$ cat config.mk
export PLATFORM = sky130hd
export DESIGN_NAME = fp_norm_shifter
export DESIGN_NICKNAME = d
export VERILOG_FILES = /design/src/rtl/fp_norm_shifter.sv
export SDC_FILE = /design/constraint.sdc
export NUM_CORES = 1
export LEC_CHECK = 0
export BUFFER_PORTS_ARGS = -buffer_cell sky130_fd_sc_hd__clkbuf_2
export CAP_MARGIN = 10
export CORE_UTILIZATION = 53
export DETAILED_ROUTE_END_ITERATION = 6
export GPL_TIMING_DRIVEN = 0
export PLACE_DENSITY = 0.9
export SETUP_SLACK_MARGIN = 0.1
export SLEW_MARGIN = 5
export SYNTH_ARGS = -nofsm -noshare
export SYNTH_HDL_FRONTEND = slang
export SYNTH_SLANG_ARGS = --single-unit
$ cat constraint.sdc
create_clock -name clk -period 3.3 [get_ports clk]
set_input_delay 0 -clock clk [delete_from_list [all_inputs] [get_ports clk]]
set_output_delay 0 -clock clk [all_outputs]
set_load 0.005 [all_outputs]
$ cat src/rtl/fp_norm_shifter.sv
// Iterative significand normaliser: shifts left one bit per clock until the hidden
// bit is set, stopping early on a zero significand or exponent underflow.
module fp_norm_shifter #(
    parameter int MW = 24,
    parameter int EW = 8,
    parameter int CW = 6
) (
    input  logic          clk,
    input  logic          res_n,
    input  logic          start,
    input  logic [MW-1:0] mant_in,
    input  logic [EW-1:0] exp_in,
    output logic          busy,
    output logic          done,
    output logic [MW-1:0] mant_out,
    output logic [EW-1:0] exp_out,
    output logic [CW-1:0] shift_cnt,
    output logic          zero,
    output logic          denorm
);

    typedef enum logic [1:0] {
        IDLE  = 2'd0,
        SHIFT = 2'd1,
        DONE  = 2'd2
    } state_t;

    state_t        state_reg, state_next;
    logic [MW-1:0] m_reg, m_next;
    logic [EW-1:0] e_reg, e_next;
    logic [CW-1:0] cnt_reg, cnt_next;
    logic          zero_reg, zero_next;
    logic          denorm_reg, denorm_next;

    always_ff @(posedge clk or negedge res_n) begin
        if (!res_n) begin
            state_reg  <= IDLE;
            m_reg      <= '0;
            e_reg      <= '0;
            cnt_reg    <= '0;
            zero_reg   <= 1'b0;
            denorm_reg <= 1'b0;
        end else begin
            state_reg  <= state_next;
            m_reg      <= m_next;
            e_reg      <= e_next;
            cnt_reg    <= cnt_next;
            zero_reg   <= zero_next;
            denorm_reg <= denorm_next;
        end
    end

    always_comb begin
        state_next  = state_reg;
        m_next      = m_reg;
        e_next      = e_reg;
        cnt_next    = cnt_reg;
        zero_next   = zero_reg;
        denorm_next = denorm_reg;
        case (state_reg)
            IDLE, DONE: begin
                if (start) begin
                    m_next      = mant_in;
                    e_next      = exp_in;
                    cnt_next    = '0;
                    zero_next   = 1'b0;
                    denorm_next = 1'b0;
                    state_next  = SHIFT;
                end else begin
                    state_next  = IDLE;
                end
            end
            SHIFT: begin
                // Rule order matters: a set MSB wins over a small exponent, so
                // exp_in=0 with the hidden bit set comes out as a normal result.
                if (m_reg == '0) begin
                    zero_next  = 1'b1;
                    e_next     = '0;
                    state_next = DONE;
                end else if (m_reg[MW-1]) begin
                    state_next = DONE;
                end else if (e_reg <= EW'(1)) begin
                    denorm_next = 1'b1;
                    e_next      = '0;
                    state_next  = DONE;
                end else begin
                    m_next   = {m_reg[MW-2:0], 1'b0};
                    e_next   = e_reg - EW'(1);
                    cnt_next = cnt_reg + CW'(1);
                end
            end
            default: state_next = IDLE;
        endcase
    end

    assign busy      = (state_reg == SHIFT);
    assign done      = (state_reg == DONE);
    assign mant_out  = m_reg;
    assign exp_out   = e_reg;
    assign shift_cnt = cnt_reg;
    assign zero      = zero_reg;
    assign denorm    = denorm_reg;

endmodule

==> flow_metrics.py, run 1 <==
metrics = {
    "run_status": {
        "run_status": "finished clean",
    },
    "clock_network": {
        "post_cts_resize_count": 0,
        "cts.sinks": 42,
        "path_clk_slew_ns": 0.08,
        "clock_latency_ns": 0.31,
        "cts_buffers": 5,
        "clock-root-buffer": "clkbuf_8",
        "htree_num_levels": 2,
        "cts_tree": "built",
        "cts_max_path_buffers": 2,
    },
    "yosys": {
        "synth_cell_types": 44,
        "synth-edff-count": 0,
        "postSynthAreaPerCell_um2": 9.37,
        "async_reset_ff_share_pct": 100,
        "syn-num-nets": 268,
        "ys.flop_type": "dfrtp_1",
        "synthCells": 230,
        "syn-cell-area_um2": 2160,
        "ys_seq_elements": 42,
        "ys_seq_area_share_pct": 48.8,
        "ys_warn_count": 0,
    },
    "setup_path": {
        "end_kind": "flip-flop",
        "cp.arrival_ns": 2.54,
        "crit_fanout": 10,
        "critical_path_class": "flip-flop to flip-flop",
        "worstPathRequired_ns": 3.53,
        "timing.rr.end": "mant_out[3]",
        "reg2reg_depth": 8,
        "r2r-start": "exp_out[0]",
        "startpoint_type": "flip-flop",
        "r2r_slack_ns": 0.99,
    },
    "final_layout": {
        "mostFrequentLayoutCells": "clkbuf_2, nand2_1, dfrtp_1",
        "drive_gt1_share_pct": 29.1,
        "final_nets": 377,
        "fillers": 243,
        "largest_reg_flops": 24,
        "final_common_cell": "clkbuf_2",
        "antennaDiodeCount": 0,
        "area_delta_synth_final_pct": 37.6,
    },
    "drt": {
        "ant_nets": 0,
        "via_per_inst": 6.06,
        "wl_per_cell_um": 17.3,
        "drt_iter0_drc": 227,
        "drc": 0,
        "routed_wl_um": 6720,
        "dr.pass1.iters": 5,
        "vias": 2353,
    },
    "global_routing": {
        "antenna_found_initial": 0,
        "gr-usage-all-layers_pct": 33.5,
        "grt_pass1_vias": 2210,
        "grt_max_degree": 43,
        "grt_pass1_wl_um": 10700,
        "grt_overflow_total": 0,
    },
    "floorplanning": {
        "start_util_pct": 57.2,
        "rows": 22,
        "die-area_um2": 4330,
        "die_h_um": 65.8,
        "dieWidth_um": 65.8,
        "core_um2": 3770,
        "io_pins": 77,
    },
    "placement": {
        "hpwl_um": 4050,
        "place_congestion": 0.848,
        "place_ws_ns": 1.15,
        "portBuffers": 76,
    },
    "timing": {
        "fin_crit_ns": 2.31,
        "slew_viol_final": 0,
        "fin_worst_skew_ns": 0.0164,
        "hold_violations": 0,
        "finalSetupTns_ns": 0,
        "max_slew_margin_pct": 31.6,
        "setup_ws_ns": 0.991,
        "max_slew.worst_pin.slew_ns": 1.03,
        "fin_crit_sh_pct": 70.0,
        "max_freq_ghz": 0.433,
        "setup_viol": 0,
        "rsz0062_at_grt": "no",
    },
    "worst_hold_path": {
        "hold_path_depth": 3,
        "hp-start": "exp_in[5]",
        "min_to": "exp_out[5]",
        "hold_path_class": "input port to flip-flop",
    },
    "pwr": {
        "power_leakage_nw": 1.46,
        "peakVddDrop_v": 0.000517,
        "powerDensity_nw_per_um2": 901,
    },
    "flow_run": {
        "drv_cap": 0,
    },
}
==> stage by stage <==
stage                     std cells  util [%]  instance area (um^2)  total power [mW]  hold WS [ns]
after global routing            388      78.7                  2970              2.85        0.0258
after floorplan                 230         -                  2160              1.68        -0.296
final                           388      78.7                  2970              2.67        0.0118
after global placement          354      68.8                  2600              2.11         0.224
after CTS                       388      78.7                  2970              2.59        0.0135
after detailed placement        354      68.8                  2600              2.16         0.221
==> how the worst max path moves through the flow <==
| stage | from | endpoint | slack (ns) | cells past startpoint |
|---|---|---|---|---|
| final | exp_out[0] | mant_out[3] | 0.99 | 8 |
| after global routing | exp_out[0] | mant_out[3] | 0.93 | 8 |
| after CTS | exp_out[0] | mant_out[12] | 1.15 | 8 |
| after detailed placement | exp_out[0] | mant_out[12] | 1.15 | 8 |
| after global placement | exp_out[0] | mant_out[2] | 1.21 | 8 |
| after floorplan | exp_out[0] | exp_out[6] | 1.42 | 7 |
==> layer usage <==
metal | share of wire (%) | vias up | global-route usage (%)
met4 | 4.4 | 0 | 17.9
met3 | 8.1 | 28 | 7.24
met2 | 49 | 156 | 54.2
met1 | 38 | 1119 | 41.8
li1 | - | 1050 | -
met5 | 0 | - | 0
==> timing repair <==
action / in CTS / in global routing
endpoints found under the hold margin: 67 / 0
hold buffers: 26 / 0
setup buffers: 0 / 0
==> cell type report <==
class	count	area (um^2)	area share [%]
buffer	13	75.1	2.53
clock buffer	6	72.6	2.45
clock inverter	2	37.5	1.27
inverter	5	18.8	0.633
multi-input combinational	170	1010	34.1
sequential	42	1050	35.4
tap	48	60.1	2.02
timing repair buffer	102	641	21.6
==> worst max-delay path, cell delays in order, from the launching register on <==
cell and delay, ns:
dfrtp_1 0.44, inv_1 0.10, ha_1 0.25, or2_1 0.28
and3_1 0.22, nor3_1 0.37, buf_2 0.32, a22oi_1 0.12
nand2_1 0.15
==> report_power, final <==
group / switching [mW] / leakage [nW] / internal [mW]
logic: 0.724 / 0.892 / 0.517
registers: 0.275 / 0.521 / 0.739
clock network: 0.192 / 0.0514 / 0.226
total: 1.19 / 1.46 / 1.48
==> cells in the mapped netlist (2+ instances only) <==
library cell	count	area share, %
a211oi_1	2	0.70
a21oi_1	9	2.1
a22o_1	4	1.6
a22oi_1	22	7.7
a31oi_1	2	0.58
and2_1	2	0.58
buf_2	3	0.70
buf_4	2	0.70
buf_6	2	1.0
clkbuf_1	6	1.0
dfrtp_1	42	49
ha_1	3	1.7
inv_1	4	0.70
nand2_1	57	9.9
nand2b_1	3	0.87
nand3_1	2	0.46
nand4_1	2	0.58
nor2_1	9	1.6
nor2b_1	2	0.58
nor3_1	4	0.93
nor4_1	6	1.7
o21a_1	3	1.0
o21ai_0	8	1.9
o22ai_1	2	0.58
o31ai_1	4	1.4
o41ai_1	4	1.6
or3_1	4	1.2
==> logic make-up (layout without fill, tap and decap cells) <==
logic type | Yosys count | in the layout | share of synthesized area, %
flops | 42 | 42 | 48.8
fa+ha+maj | 3 | 3 | 1.74
simple gates | 97 | 97 | 21.2
mux | 1 | 1 | 0.464
compound gates | 69 | 69 | 23.5
buf+inv | 18 | 128 | 4.35
No activity file was read; power rests on OpenSTA's default activity.
==> inputs of run 2 (changes only) <==
--- a/config.mk
+++ b/config.mk
@@ -7,10 +7,10 @@
 export LEC_CHECK = 0
 export BUFFER_PORTS_ARGS = -buffer_cell sky130_fd_sc_hd__clkbuf_2
 export CAP_MARGIN = 10
-export CORE_UTILIZATION = 53
+export CORE_UTILIZATION = 45
 export DETAILED_ROUTE_END_ITERATION = 6
 export GPL_TIMING_DRIVEN = 0
-export PLACE_DENSITY = 0.9
+export PLACE_DENSITY = 0.82
 export SETUP_SLACK_MARGIN = 0.1
 export SLEW_MARGIN = 5
 export SYNTH_ARGS = -nofsm -noshare
==> constraint.sdc (replaced) <==
create_clock -name clk -period 2.07 [get_ports clk]
set_input_delay 0 -clock clk [delete_from_list [all_inputs] [get_ports clk]]
set_output_delay 0 -clock clk [all_outputs]
set_load 0.005 [all_outputs]
==> run 2 against run 1 <==
Compared with the run above:
- via count shrank 1.9%
- routed wire length shrank 1.4%
- worst hold slack better by 0.0088 ns
- flip-flop and latch count unchanged
- die area grew 17%
- global-route usage shrank 7.6 points
- clock power up 28%
- utilization shrank 8.8 points
- the run now ends with design-rule violations left
- first-iteration DRC count rose by 25%
- non-clock buffer count up 6
==> flow_metrics.py, run 2 (synthesized netlist as in run 1, its figures left out) <==
metrics = {
    "run_status": {
        "run_status": "complete, but fails checks",
        "violations": "design-rule violations",
    },
    "timing": {
        "rsz0062_at_grt": "no",
        "max_slew_margin_pct": 30.4,
        "fin_crit_sh_pct": 94.4,
        "whs_ns": 0.0206,
        "fin_crit_ns": 1.95,
        "fin_worst_skew_ns": 0.0117,
        "max_freq_ghz": 0.512,
        "max_slew.worst_pin.slew_ns": 1.04,
        "setup_ws_ns": 0.116,
        "setup_viol": 0,
        "slew_viol_final": 0,
        "hold_violations": 0,
        "finalSetupTns_ns": 0,
    },
    "final_layout": {
        "antennaDiodeCount": 0,
        "drive_gt1_share_pct": 34.3,
        "final_common_cell": "clkbuf_2",
        "final_nets": 384,
        "regArea_um2": 1050,
        "largest_reg_flops": 24,
        "multi_input_area_um2": 1130,
        "final_area_um2": 3130,
        "fillers": 298,
        "mostFrequentLayoutCells": "clkbuf_2, nand2_1, dfrtp_1",
        "area_delta_synth_final_pct": 45.0,
    },
    "drt": {
        "drc": 3,
        "vias": 2308,
        "via_per_inst": 5.78,
        "ant_nets": 0,
        "drt_iter0_drc": 284,
        "routed_wl_um": 6630,
        "dr.pass1.iters": 7,
        "wl_per_cell_um": 16.6,
    },
    "placement": {
        "place_ws_ns": -0.0564,
        "place_area_um2": 2600,
        "hpwl_um": 4070,
        "place_congestion": 0.892,
        "portBuffers": 76,
    },
    "floorplanning": {
        "start_util_pct": 48.2,
        "die_h_um": 71.2,
        "dieWidth_um": 71.2,
        "io_pins": 77,
        "rows": 24,
        "die-area_um2": 5070,
        "core_um2": 4470,
    },
    "setup_path": {
        "critical_path_class": "flip-flop to flip-flop",
        "startpoint_type": "flip-flop",
        "worstPathRequired_ns": 2.31,
        "crit_fanout": 5,
        "cp.arrival_ns": 2.19,
        "end_kind": "flip-flop",
    },
    "global_routing": {
        "gr-usage-all-layers_pct": 25.9,
        "grt_pass1_wl_um": 10200,
        "grt_pass1_vias": 2203,
        "grt_max_degree": 43,
        "antenna_found_initial": 0,
        "grt_overflow_total": 0,
    },
    "pwr": {
        "powerDensity_nw_per_um2": 1390,
        "peakVddDrop_v": 0.000753,
        "power_leakage_nw": 1.50,
        "power_mw": 4.34,
    },
    "clock_network": {
        "htree_num_levels": 2,
        "clock_latency_ns": 0.31,
        "clock-root-buffer": "clkbuf_8",
        "cts_tree": "built",
        "cts_max_path_buffers": 2,
        "path_clk_slew_ns": 0.08,
        "cts_buffers": 5,
        "cts.sinks": 42,
    },
    "flow_run": {
        "drv_cap": 0,
    },
    "worst_hold_path": {
        "hold_path_class": "input port to flip-flop",
    },
}
-- run 2: cell count changes in the layout (fill, tap and decap cells not counted), moves of 2 or more --
cell and delta:
buf_2 -2, buf_4 +5, buf_6 +3, ha_1 -2, nor3_1 -2, nor4_1 -3, nor4_2 +2
-- run 2: layout make-up --
class	count	area share (%)
sequential	42	33.6
timing repair buffer	108	22.0
multi-input combinational	171	36.1
clock inverter	2	0.440
buffer	13	2.80
clock buffer	6	2.32
tap	52	2.08
inverter	5	0.600
-- run 2: through the flow --
step	utilization, %	instances
global placement	58.1	358
global route	69.9	399
floorplan	-	230
detailed placement	58.1	358
finish	69.9	399
CTS	66.4	393
-- run 2: worst paths after layout --
check,to,slack [ns],depth (start not counted),start
hold reg to reg,denorm,0.54,2,denorm
max in group asynchronous,zero,1.02,2,res_n
setup / recovery,shift_cnt[2],0.12,7,exp_out[0]
min in group asynchronous,exp_out[0],0.41,2,res_n
hold / removal,exp_out[6],0.02,4,exp_in[6]
setup reg to reg,shift_cnt[2],0.12,7,exp_out[0]
-- run 2: metal layers --
layer | global-route usage (%) | routed length, um | vias to the layer above
met4 | 8.67 | 153 | 0
met2 | 43.5 | 3340 | 108
met1 | 33.6 | 2740 | 1114
met3 | 5.49 | 400 | 19
li1 | - | - | 1067
met5 | 0 | 0 | -
-- run 2: where the power goes --
part | internal (mW) | switching, mW | leakage (nW) | total, mW
registers | 1.18 | 0.452 | 0.521 | 1.63
logic | 0.958 | 1.22 | 0.938 | 2.18
clock network | 0.238 | 0.295 | 0.0452 | 0.533
total | 2.37 | 1.97 | 1.50 | 4.34
-- run 2: timing repair --
action                                  in CTS  in global routing
hold endpoints to repair                    67                  0
cloned                                       0                  2
endpoints found under the setup margin      26                 37
pin swaps                                    0                 10
hold buffers                                26                  0
resized for setup                            3                 24
buffers inserted                             1                  4
-- run 2: critical path: stages (launching register included) --
cell      delay, ns
dfrtp_1        0.42
buf_6          0.14
ha_4           0.15
or2_4          0.27
nand4_1        0.23
o211ai_4       0.16
or3_4          0.39
a21oi_2        0.12
